### src/rtl/spi_cmd_queue_if.sv
// Bus bundle between command producers / response consumers, the queue, and the SPI master.
// The slave modport is the queue's view; master is the view of everything around it.
interface spi_cmd_queue_if;
  logic        cmd_valid;
  logic        cmd_ready;
  logic [31:0] cmd_data;
  logic [5:0]  cmd_nbits;
  logic        cmd_rd;

  logic        rsp_valid;
  logic        rsp_ready;
  logic [31:0] rsp_data;

  logic        m_request;
  logic [31:0] m_mosi_data;
  logic [5:0]  m_nbits;
  logic        m_ready;
  logic [31:0] m_miso_data;

  modport slave (
    input  cmd_valid, cmd_data, cmd_nbits, cmd_rd,
    input  rsp_ready,
    input  m_ready, m_miso_data,
    output cmd_ready, rsp_valid, rsp_data,
    output m_request, m_mosi_data, m_nbits
  );

  modport master (
    output cmd_valid, cmd_data, cmd_nbits, cmd_rd,
    output rsp_ready,
    output m_ready, m_miso_data,
    input  cmd_ready, rsp_valid, rsp_data,
    input  m_request, m_mosi_data, m_nbits
  );
endinterface

### src/rtl/spi_cmd_queue.sv
// SPI command queue: command FIFO -> one-at-a-time sequencer -> SPI master,
// with MISO words of read commands collected in a first-word fall-through response FIFO.
module spi_cmd_queue #(
  parameter int CMD_DEPTH = 8,
  parameter int RSP_DEPTH = 8
) (
  input  logic                 clk_in,
  input  logic                 nrst,
  spi_cmd_queue_if.slave       bus,
  output logic                 busy,
  output logic [6:0]           cmd_level,
  output logic [15:0]          done_count
);

  localparam int CAW = $clog2(CMD_DEPTH);
  localparam int RAW = $clog2(RSP_DEPTH);
  localparam logic [6:0] CMD_FULL = 7'(CMD_DEPTH);
  localparam logic [6:0] RSP_FULL = 7'(RSP_DEPTH);

  typedef struct packed {
    logic        rd;
    logic [5:0]  nbits;
    logic [31:0] data;
  } cmd_t;

  typedef enum logic [1:0] {
    IDLE  = 2'd0,
    ISSUE = 2'd1,
    WAIT  = 2'd2
  } state_t;

  // ---------------------------------------------------------------------------
  // Command FIFO
  // ---------------------------------------------------------------------------
  cmd_t           cmd_mem [CMD_DEPTH];
  logic [CAW-1:0] cmd_wr_ptr;
  logic [CAW-1:0] cmd_rd_ptr;
  logic [6:0]     cmd_count;
  cmd_t           cmd_head;
  logic           cmd_push;
  logic           cmd_pop;

  assign bus.cmd_ready = (cmd_count != CMD_FULL);
  assign cmd_push      = bus.cmd_valid && bus.cmd_ready;
  assign cmd_head      = cmd_mem[cmd_rd_ptr];
  assign cmd_level     = cmd_count;

  // NOTE: FIFO storage has no reset; the pointers and counts alone decide which
  // entries are valid, so the arrays can map onto plain flops or RAM.
  always_ff @(posedge clk_in) begin
    if (cmd_push) begin
      cmd_mem[cmd_wr_ptr] <= {bus.cmd_rd, bus.cmd_nbits, bus.cmd_data};
    end
  end

  always_ff @(posedge clk_in or negedge nrst) begin
    if (!nrst) begin
      cmd_wr_ptr <= '0;
      cmd_rd_ptr <= '0;
      cmd_count  <= '0;
    end else begin
      if (cmd_push) cmd_wr_ptr <= cmd_wr_ptr + CAW'(1);
      if (cmd_pop)  cmd_rd_ptr <= cmd_rd_ptr + CAW'(1);
      case ({cmd_push, cmd_pop})
        2'b10:   cmd_count <= cmd_count + 7'd1;
        2'b01:   cmd_count <= cmd_count - 7'd1;
        default: cmd_count <= cmd_count;
      endcase
    end
  end

  // ---------------------------------------------------------------------------
  // Response FIFO
  // ---------------------------------------------------------------------------
  logic [31:0]    rsp_mem [RSP_DEPTH];
  logic [RAW-1:0] rsp_wr_ptr;
  logic [RAW-1:0] rsp_rd_ptr;
  logic [6:0]     rsp_count;
  logic           rsp_full;
  logic           rsp_push_req;
  logic           rsp_push;
  logic           rsp_pop;

  assign rsp_full      = (rsp_count == RSP_FULL);
  assign rsp_push      = rsp_push_req && !rsp_full;
  assign bus.rsp_valid = (rsp_count != 7'd0);
  assign rsp_pop       = bus.rsp_valid && bus.rsp_ready;
  // Head is masked to zero while empty so the reset-time output is defined.
  assign bus.rsp_data  = bus.rsp_valid ? rsp_mem[rsp_rd_ptr] : 32'd0;

  always_ff @(posedge clk_in) begin
    if (rsp_push) begin
      rsp_mem[rsp_wr_ptr] <= bus.m_miso_data;
    end
  end

  always_ff @(posedge clk_in or negedge nrst) begin
    if (!nrst) begin
      rsp_wr_ptr <= '0;
      rsp_rd_ptr <= '0;
      rsp_count  <= '0;
    end else begin
      if (rsp_push) rsp_wr_ptr <= rsp_wr_ptr + RAW'(1);
      if (rsp_pop)  rsp_rd_ptr <= rsp_rd_ptr + RAW'(1);
      case ({rsp_push, rsp_pop})
        2'b10:   rsp_count <= rsp_count + 7'd1;
        2'b01:   rsp_count <= rsp_count - 7'd1;
        default: rsp_count <= rsp_count;
      endcase
    end
  end

  // ---------------------------------------------------------------------------
  // Sequencer
  // ---------------------------------------------------------------------------
  state_t      state_q;
  state_t      state_d;
  logic        done_inc;
  logic        rd_pending;
  logic        m_request_q;
  logic [31:0] m_mosi_q;
  logic [5:0]  m_nbits_q;
  logic [15:0] done_q;

  // NOTE: combinational processes assign every output a default first and use
  // blocking '=', so no path can leave a value held (no latch); clocked state uses '<='.
  always_comb begin
    state_d      = state_q;
    cmd_pop      = 1'b0;
    rsp_push_req = 1'b0;
    done_inc     = 1'b0;
    case (state_q)
      IDLE: begin
        // A read waits at the head until the response FIFO has room; no bypass.
        if ((cmd_count != 7'd0) && (!cmd_head.rd || !rsp_full)) begin
          cmd_pop = 1'b1;
          state_d = ISSUE;
        end
      end
      ISSUE: begin
        state_d = WAIT;
      end
      WAIT: begin
        if (bus.m_ready) begin
          rsp_push_req = rd_pending;
          done_inc     = 1'b1;
          state_d      = IDLE;
        end
      end
      default: begin
        state_d = IDLE;
      end
    endcase
  end

  always_ff @(posedge clk_in or negedge nrst) begin
    if (!nrst) begin
      state_q     <= IDLE;
      m_request_q <= 1'b0;
      m_mosi_q    <= '0;
      m_nbits_q   <= '0;
      rd_pending  <= 1'b0;
      done_q      <= '0;
    end else begin
      state_q     <= state_d;
      // Request is high only for the ISSUE cycle that follows each pop.
      m_request_q <= cmd_pop;
      if (cmd_pop) begin
        m_mosi_q   <= cmd_head.data;
        m_nbits_q  <= cmd_head.nbits;
        rd_pending <= cmd_head.rd;
      end
      if (done_inc) begin
        done_q <= done_q + 16'd1;
      end
    end
  end

  assign bus.m_request   = m_request_q;
  assign bus.m_mosi_data = m_mosi_q;
  assign bus.m_nbits     = m_nbits_q;
  assign done_count      = done_q;
  assign busy            = (state_q != IDLE) || (cmd_count != 7'd0);

endmodule

### src/flat_wrapper.sv
// flat-port wrapper written by rule: the top's interface ports become plain ports
module spi_cmd_queue_flat 
#(
  parameter int CMD_DEPTH = 8,
  parameter int RSP_DEPTH = 8
)
  (clk_in, nrst, busy, cmd_level, done_count, bus_cmd_valid, bus_cmd_data, bus_cmd_nbits, bus_cmd_rd, bus_rsp_ready, bus_m_ready, bus_m_miso_data, bus_cmd_ready, bus_rsp_valid, bus_rsp_data, bus_m_request, bus_m_mosi_data, bus_m_nbits);
  spi_cmd_queue_if bus_i ();
  input  logic clk_in;
  input  logic nrst;
  output logic busy;
  output logic [6:0] cmd_level;
  output logic [15:0] done_count;
  input wire logic [$bits(bus_i.cmd_valid)-1:0] bus_cmd_valid;
  input wire logic [$bits(bus_i.cmd_data)-1:0] bus_cmd_data;
  input wire logic [$bits(bus_i.cmd_nbits)-1:0] bus_cmd_nbits;
  input wire logic [$bits(bus_i.cmd_rd)-1:0] bus_cmd_rd;
  input wire logic [$bits(bus_i.rsp_ready)-1:0] bus_rsp_ready;
  input wire logic [$bits(bus_i.m_ready)-1:0] bus_m_ready;
  input wire logic [$bits(bus_i.m_miso_data)-1:0] bus_m_miso_data;
  output wire logic [$bits(bus_i.cmd_ready)-1:0] bus_cmd_ready;
  output wire logic [$bits(bus_i.rsp_valid)-1:0] bus_rsp_valid;
  output wire logic [$bits(bus_i.rsp_data)-1:0] bus_rsp_data;
  output wire logic [$bits(bus_i.m_request)-1:0] bus_m_request;
  output wire logic [$bits(bus_i.m_mosi_data)-1:0] bus_m_mosi_data;
  output wire logic [$bits(bus_i.m_nbits)-1:0] bus_m_nbits;
  assign bus_i.cmd_valid = bus_cmd_valid;
  assign bus_i.cmd_data = bus_cmd_data;
  assign bus_i.cmd_nbits = bus_cmd_nbits;
  assign bus_i.cmd_rd = bus_cmd_rd;
  assign bus_i.rsp_ready = bus_rsp_ready;
  assign bus_i.m_ready = bus_m_ready;
  assign bus_i.m_miso_data = bus_m_miso_data;
  assign bus_cmd_ready = bus_i.cmd_ready;
  assign bus_rsp_valid = bus_i.rsp_valid;
  assign bus_rsp_data = bus_i.rsp_data;
  assign bus_m_request = bus_i.m_request;
  assign bus_m_mosi_data = bus_i.m_mosi_data;
  assign bus_m_nbits = bus_i.m_nbits;
  spi_cmd_queue #(.CMD_DEPTH(CMD_DEPTH), .RSP_DEPTH(RSP_DEPTH)) u_core (.clk_in(clk_in), .nrst(nrst), .bus(bus_i), .busy(busy), .cmd_level(cmd_level), .done_count(done_count));
endmodule
### config.mk
export PLATFORM = sky130hd
export DESIGN_NAME = spi_cmd_queue_flat
export DESIGN_NICKNAME = d
export VERILOG_FILES = /design/src/rtl/spi_cmd_queue_if.sv /design/src/rtl/spi_cmd_queue.sv /design/src/flat_wrapper.sv
export SDC_FILE = /design/constraint.sdc
export NUM_CORES = 1
export LEC_CHECK = 0
export ABC_AREA = 1
export CORE_MARGIN = 1.5
export CORE_UTILIZATION = 50
export CTS_CLUSTER_DIAMETER = 200
export DETAILED_ROUTE_END_ITERATION = 7
export PLACE_DENSITY = 0.69
export SLEW_MARGIN = 20
export SYNTH_ARGS = -nofsm -noshare
export SYNTH_HDL_FRONTEND = slang
export SYNTH_SLANG_ARGS = --single-unit
export TNS_END_PERCENT = 10
### constraint.sdc
create_clock -name clk_in -period 4.6 [get_ports clk_in]
set_input_delay 1.38 -clock clk_in [delete_from_list [all_inputs] [get_ports clk_in]]
set_output_delay 1.38 -clock clk_in [all_outputs]
set_load 0.1 [all_outputs]
After elaboration in Yosys (flattened, before gate mapping)
Memories as Yosys holds them, arrays and structs flattened.
Cells that the tools add are included.
Widths: inputs -> output; s select.

word-level totals
  flip-flop bits (word level) = 84
  memory bits (writable) = 568
  bits of input ports = 76
  output and inout bits = 97
  word-level logic and storage cells = 64
  memories kept = 2

memory list
  memory          depth  bits a word  rd ports  clocked after Yosys merged registers in  wr ports  RTL line             text
  u_core.cmd_mem  8      39           1         0                                        1         spi_cmd_queue.sv:35  cmd_t cmd_mem [CMD_DEPTH];
  u_core.rsp_mem  8      32           1         0                                        1         spi_cmd_queue.sv:75  logic [31:0] rsp_mem [RSP_DEPTH];

cells by class
  add/subtract/negate cells = 9
  equality and inequality tests = 10
  mux-type cells = 16
  reduce and logical (&&, ||, !) cells = 15

operator list
  operator               number
  $mux 32                1
  $pmux 7 s2             2
  $add 16x1->16 const B  1
  $add 7x1->7 const B    2
  $reduce_bool 7->1      2
  $sub 7x1->7 const B    2
  $add 3x1->3 const B    4
  $mux 1                 10
  $eq 7x4->1 const B     1
  $ne 7x4->1 const B     1
  $eq 2x1->1 const B     3
  $eq 2x2->1 const B     3
  $pmux 2 s3             1
  $reduce_bool 2->1      3
  $logic_and 1x1->1      4
  $mux 2                 2
  $logic_not 1->1        2
  $logic_not 2->1        1
  $logic_or 1x1->1       2
  $ne 2x1->1 const B     1
  $ne 2x2->1 const B     1
  $reduce_and 2->1       1

Longest topological paths before layout
  depth after elaboration = 8
  mapped depth = 21

Least setup slack after synthesis
Ideal clock, no wire load.

  kind = register to register
  start = register u_core.cmd_count[1] (netlist: u_core.cmd_level[1])
  end = memory u_core.cmd_mem[0][0] (netlist name) (enable)
  data arrival time = 4.234 ns
  slack = -0.070 ns
  cell stages (with the launch flop) = 6
  path buffers = 0
  clock period less this slack = 4.670 ns
  cells stage by stage = dfrtp_1 nor3_1 nand3_1 nand2_1 or2_2 nor2_1

between the ends
  cells in the longest elaborated chain, start to end = 4

RTL lines
  what                          RTL line             text
  start: declaration            spi_cmd_queue.sv:38  logic [6:0] cmd_count;
  start signal: assignment      spi_cmd_queue.sv:65  2'b10: cmd_count <= cmd_count + 7'd1;
  start signal: assignment      spi_cmd_queue.sv:66  2'b01: cmd_count <= cmd_count - 7'd1;
  start signal: assignment      spi_cmd_queue.sv:67  default: cmd_count <= cmd_count;
  $ne 7x4->1                    spi_cmd_queue.sv:43  assign bus.cmd_ready = (cmd_count != CMD_FULL);
  named net bus_cmd_ready       flat_wrapper.sv:21   output wire logic [$bits(bus_i.cmd_ready)-1:0] bus_cmd_ready;
  $logic_and 1x1->1             spi_cmd_queue.sv:44  assign cmd_push = bus.cmd_valid && bus.cmd_ready;
  $mux 1                        spi_cmd_queue.sv:51  if (cmd_push) begin
  $mux 1 (not written as such)  spi_cmd_queue.sv:52  cmd_mem[cmd_wr_ptr] <= {bus.cmd_rd, bus.cmd_nbits, bus.cmd_data};
  end: declaration              spi_cmd_queue.sv:35

The timed path passes the listed nets, and every way through them passes these cells.

Final worst setup path
  start = register u_core.rsp_rd_ptr[0]
  end = output port bus_rsp_data[28]

between the ends
  cells in the longest elaborated chain, start to end = 2

RTL lines
  what                      RTL line              text
  start: declaration        spi_cmd_queue.sv:77   logic [RAW-1:0] rsp_rd_ptr;
  start signal: assignment  spi_cmd_queue.sv:104  if (rsp_pop) rsp_rd_ptr <= rsp_rd_ptr + RAW'(1);
  $mem_v2 8x32              --
  $mux 32                   spi_cmd_queue.sv:89   assign bus.rsp_data = bus.rsp_valid ? rsp_mem[rsp_rd_ptr] : 32'd0;
  end: declaration          flat_wrapper.sv:23    output wire logic [$bits(bus_i.rsp_data)-1:0] bus_rsp_data;

Every way passes these cells.

==> metrics.md <==
| Metric | Value |
|---|---|
| Status | `finished clean` |
| Largest fanout on the critical path | `44` |
| Max-capacitance violation count | `0` |
| Count of flip-flops with a built-in enable after synthesis | `568` |
| Post-layout minimum cycle time | `4.24 ns` |
| Number of filler cells placed in the layout | `4,196` |
| Worst path buffer plus inverter count | `3` |
| Kind of capture point of the worst setup path | `output port` |
| Fraction of final layout cells with drive strength greater than 1 | `7.45%` |
| Non-filler instance count after layout | `3,451` |
| Sequential cell area | `19,200 sq um` |
| Final Hold Viols | `0` |
| Delay of the slowest cell on the worst path | `0.59 ns` |
| Synthesized Nets | `2,641` |
| Async set-reset flop share out of synthesis | `12.9%` |
| HPWL Detailed | `34.3 mm` |
| Average wire per standard cell | `18.2 um` |
| Headroom to the max-slew limit | `27.9%` |
| DR vias/cell | `5.33` |
| Final max-slew violation count | `0` |
| Clk pin slew, worst setup/hold paths | `0.06 ns` |
| Worst slew pin tran | `1.08 ns` |
| Cell class contributing the biggest share of worst-path delay | `buffers and inverters` |
| Maximum number of pins on one net before global-route repair | `130` |
| Crit-path slowest cell | `sky130_fd_sc_hd__inv_2` |
| Synthesized netlist cell count | `2,546` |
| Post-Synthesis Mean Instance Area | `10.8 sq um` |
| Synth-to-Final Area Change | `17.5%` |
| Worst slack at placement | `0.422 ns` |
| Final weighted congestion of routability-driven global placement | `0.829` |
| Synthesized area | `27,600 sq um` |
| TritonCTS Sinks | `652` |
| Routed Wire Length | `63.0 mm` |
| Clk_skew | `0.0266 ns` |
| CP Cell Sequence | `inv_2, buf_4, nor2_1, o21ai_0, o21ai_0, nor2_1, buf_12` |
| DRC violations left | `0` |
| Clock tree root driver cell | `sky130_fd_sc_hd__clkbuf_16` |
| Setup fix buffers added after clock tree synthesis | `0` |
| Prevailing post-synth register cell | `sky130_fd_sc_hd__edfxtp_1` |
| Count of cells resized by post-cts repair | `0` |
| Starting density of the core | `50.9%` |
| Number of antenna violations at the first check in global routing | `7` |
| Number of buffers between clock root and the deepest sink | `3` |
| Area used by multi-input combinational logic | `6870 sq um` |
| Die footprint | `56,600 sq um` |
| Cts-stage hold buffer count | `0` |
| Sum of overflow across all layers after global routing | `0` |
| Row cnt | `85` |
| H-tree Lvls | `3` |
| Min-delay worst type | `register to register` |
| Die W | `238 um` |
| Power Density | `731 nW/um^2` |
| Peak supply drop | `0.000610 V` |
| Number of buffers inserted during clock tree synthesis | `67` |
| Core region area | `54,100 sq um` |
| Pre-antenna DRT Iters | `5` |
| Total of buffers placed on input and output ports | `172` |
| Via count of the first global-routing pass | `18,100` |
| Layout Nets | `2,794` |
| Part of the Yosys area used for sequential elements | `69.5%` |
| Unrepaired setup endpoints after global routing | `no` |
| Worst endpoint data arrival time | `2.86 ns` |
| Dpl cells | `3,326` |
| Count of endpoints failing setup in the final report | `0` |
| Leakage power total | `13.3 nW` |
| Flops & latches, synth | `652` |
| Classification of the worst setup path | `register to output port` |
| First-iteration detailed-routing DRC count | `1,352` |
| Height of the die | `238 um` |
| Final Worst Setup Slack | `0.355 ns` |
| Warning count from the yosys run | `0` |
| Remaining number of nets flagged by the antenna check after routing | `0` |
| Total chip power | `23.7 mW` |
| Number of ports placed on the die boundary | `173` |
| Via count | `18,400` |
| Global-route wire length before repair | `98.9 mm` |
| Data required, critical path | `3.22 ns` |
| Netlist cell types | `35` |
| Achievable clock frequency | `0.236 GHz` |
| Startpoint kind of the worst setup timing path | `register` |
| Source-to-sink clock delay at the later pin of the worst-skew pair | `0.60 ns` |
| Final worst path period share | `92.3%` |
| Clock tree from TritonCTS | `built` |
| GRT Overall Usage | `22.5%` |
==> registers in the layout, summed over array words and instances (netlist names), 6 cells and up <==
name,count
u_core.cmd_mem,312
u_core.bus.m_mosi_data,32
u_core.bus.m_nbits,6
u_core.rsp_count,7
u_core.cmd_level,7
u_core.done_count,16
u_core.rsp_mem,256
==> metal layers <==
| layer | share of wire [%] | track usage, % | up-vias |
|---|---|---|---|
| li1 | - | - | 8769 |
| met1 | 41 | 28.8 | 8905 |
| met2 | 50 | 38.8 | 587 |
| met3 | 6.4 | 4.19 | 118 |
| met4 | 2.3 | 7.41 | 10 |
| met5 | 0.10 | 0 | - |
==> per-stage QoR <==
| step | util (%) | hold WS [ns] | TNS (ns) | instance area [sq um] |
|---|---|---|---|---|
| after global routing | 59.8 | 0.496 | 0 | 32400 |
| after global placement | 55.8 | 0.457 | 0 | 30200 |
| after floorplan | - | 0.442 | -13.16 | 27600 |
| after detailed placement | 55.8 | 0.459 | 0 | 30200 |
| final | 59.8 | 0.468 | 0 | 32400 |
| after CTS | 59.8 | 0.474 | 0 | 32400 |
==> cell usage after synthesis, types with 2 or more instances <==
master,n,area share [%]
sky130_fd_sc_hd__nand2_1,758,10
sky130_fd_sc_hd__edfxtp_1,568,62
sky130_fd_sc_hd__inv_1,275,3.7
sky130_fd_sc_hd__nor2_1,234,3.2
sky130_fd_sc_hd__o21ai_0,156,2.8
sky130_fd_sc_hd__nand3_1,141,2.6
sky130_fd_sc_hd__dfrtp_1,84,7.6
sky130_fd_sc_hd__clkbuf_1,62,0.84
sky130_fd_sc_hd__nand4_1,48,1.1
sky130_fd_sc_hd__buf_2,41,0.74
sky130_fd_sc_hd__o22ai_1,33,0.75
sky130_fd_sc_hd__mux2i_1,32,1.2
sky130_fd_sc_hd__ha_1,17,0.77
sky130_fd_sc_hd__o21ai_1,16,0.29
sky130_fd_sc_hd__a21oi_1,14,0.25
sky130_fd_sc_hd__xor2_1,13,0.41
sky130_fd_sc_hd__buf_4,10,0.27
sky130_fd_sc_hd__buf_1,8,0.11
sky130_fd_sc_hd__buf_6,6,0.25
sky130_fd_sc_hd__nor3_1,5,0.091
sky130_fd_sc_hd__xnor2_1,5,0.16
sky130_fd_sc_hd__inv_2,4,0.054
sky130_fd_sc_hd__fa_1,2,0.15
sky130_fd_sc_hd__nor3_2,2,0.073
sky130_fd_sc_hd__or2_2,2,0.045
==> where the power goes <==
part | switching, mW | total (mW) | leakage, nW | internal (mW)
logic | 7.80 | 10.6 | 6.07 | 2.82
clock network | 2.23 | 5.34 | 1.07 | 3.11
registers | 0.485 | 7.71 | 6.18 | 7.22
==> path summary, 6_finish.rpt <==
check                                     start                    endpoint  slack (ns)  depth (start not counted)
setup / recovery           u_core.rsp_rd_ptr[0]            bus_rsp_data[28]        0.36                          7
max in group asynchronous                  nrst  u_core.bus.m_mosi_data[31]        2.84                          2
setup reg to reg            u_core.cmd_level[1]         u_core.cmd_level[4]        1.49                         12
min in group asynchronous                  nrst        u_core.done_count[6]        0.90                          1
hold reg to reg               u_core.rd_pending           u_core.rd_pending        0.47                          2
hold / removal                u_core.rd_pending           u_core.rd_pending        0.47                          2
==> cell type report <==
class                      count  area share, %
antenna                        2         0.0155
clock buffer                  90           5.79
multi-input combinational   1487           21.2
tap                          696           2.69
clock inverter                33          0.919
sequential                   652           59.2
timing repair buffer         211           6.92
inverter                     280           3.25
==> layout by cell type, fill, tap and decap left out, types with 3 or more instances in the layout <==
cell type	Yosys	routed
sky130_fd_sc_hd__dfrtp_1	84	80
sky130_fd_sc_hd__clkbuf_16	0	70
sky130_fd_sc_hd__ha_1	17	17
sky130_fd_sc_hd__mux2i_1	32	32
sky130_fd_sc_hd__inv_1	275	275
sky130_fd_sc_hd__xnor2_1	5	5
sky130_fd_sc_hd__edfxtp_1	568	568
sky130_fd_sc_hd__buf_12	0	25
sky130_fd_sc_hd__nand4_1	48	48
sky130_fd_sc_hd__o21ai_0	156	156
sky130_fd_sc_hd__nor2_4	0	13
sky130_fd_sc_hd__o22ai_1	33	33
sky130_fd_sc_hd__clkbuf_8	0	5
sky130_fd_sc_hd__nand3_1	141	140
sky130_fd_sc_hd__nand2_1	758	758
sky130_fd_sc_hd__clkbuf_1	62	15
sky130_fd_sc_hd__inv_6	0	3
sky130_fd_sc_hd__nor2_1	234	221
sky130_fd_sc_hd__clkinv_2	0	13
sky130_fd_sc_hd__bufinv_16	0	4
sky130_fd_sc_hd__xor2_1	13	13
sky130_fd_sc_hd__inv_2	4	4
sky130_fd_sc_hd__clkdlybuf4s50_1	0	138
sky130_fd_sc_hd__buf_4	10	48
sky130_fd_sc_hd__clkinv_1	1	9
sky130_fd_sc_hd__dfrtp_4	0	3
sky130_fd_sc_hd__a21oi_1	14	14
sky130_fd_sc_hd__o21ai_1	16	16
sky130_fd_sc_hd__nor3_1	5	3
==> cells by family after synthesis <==
family	synth area share, %
multiplexers	1.16
buffers and inverters	6.03
AO/OA/AOI/OAI	4.23
adder cells (fa/ha/maj)	0.917
AND/OR/NAND/NOR	17.6
flip-flops	69.5
XOR/XNOR	0.572
==> worst reg2reg max path, stage by stage (launching register included) <==
cell                      delay [ns]
sky130_fd_sc_hd__dfrtp_1        0.42
sky130_fd_sc_hd__nor3_1         0.44
sky130_fd_sc_hd__nand3_2        0.13
sky130_fd_sc_hd__buf_4          0.32
sky130_fd_sc_hd__nand3_4        0.24
sky130_fd_sc_hd__inv_1          0.11
sky130_fd_sc_hd__ha_1           0.33
sky130_fd_sc_hd__ha_1           0.38
sky130_fd_sc_hd__a21oi_1        0.15
sky130_fd_sc_hd__nand2_1        0.09
sky130_fd_sc_hd__or2_2          0.28
sky130_fd_sc_hd__nand3_1        0.07
sky130_fd_sc_hd__nand2_1        0.05
(Power assumes the default switching activity.)
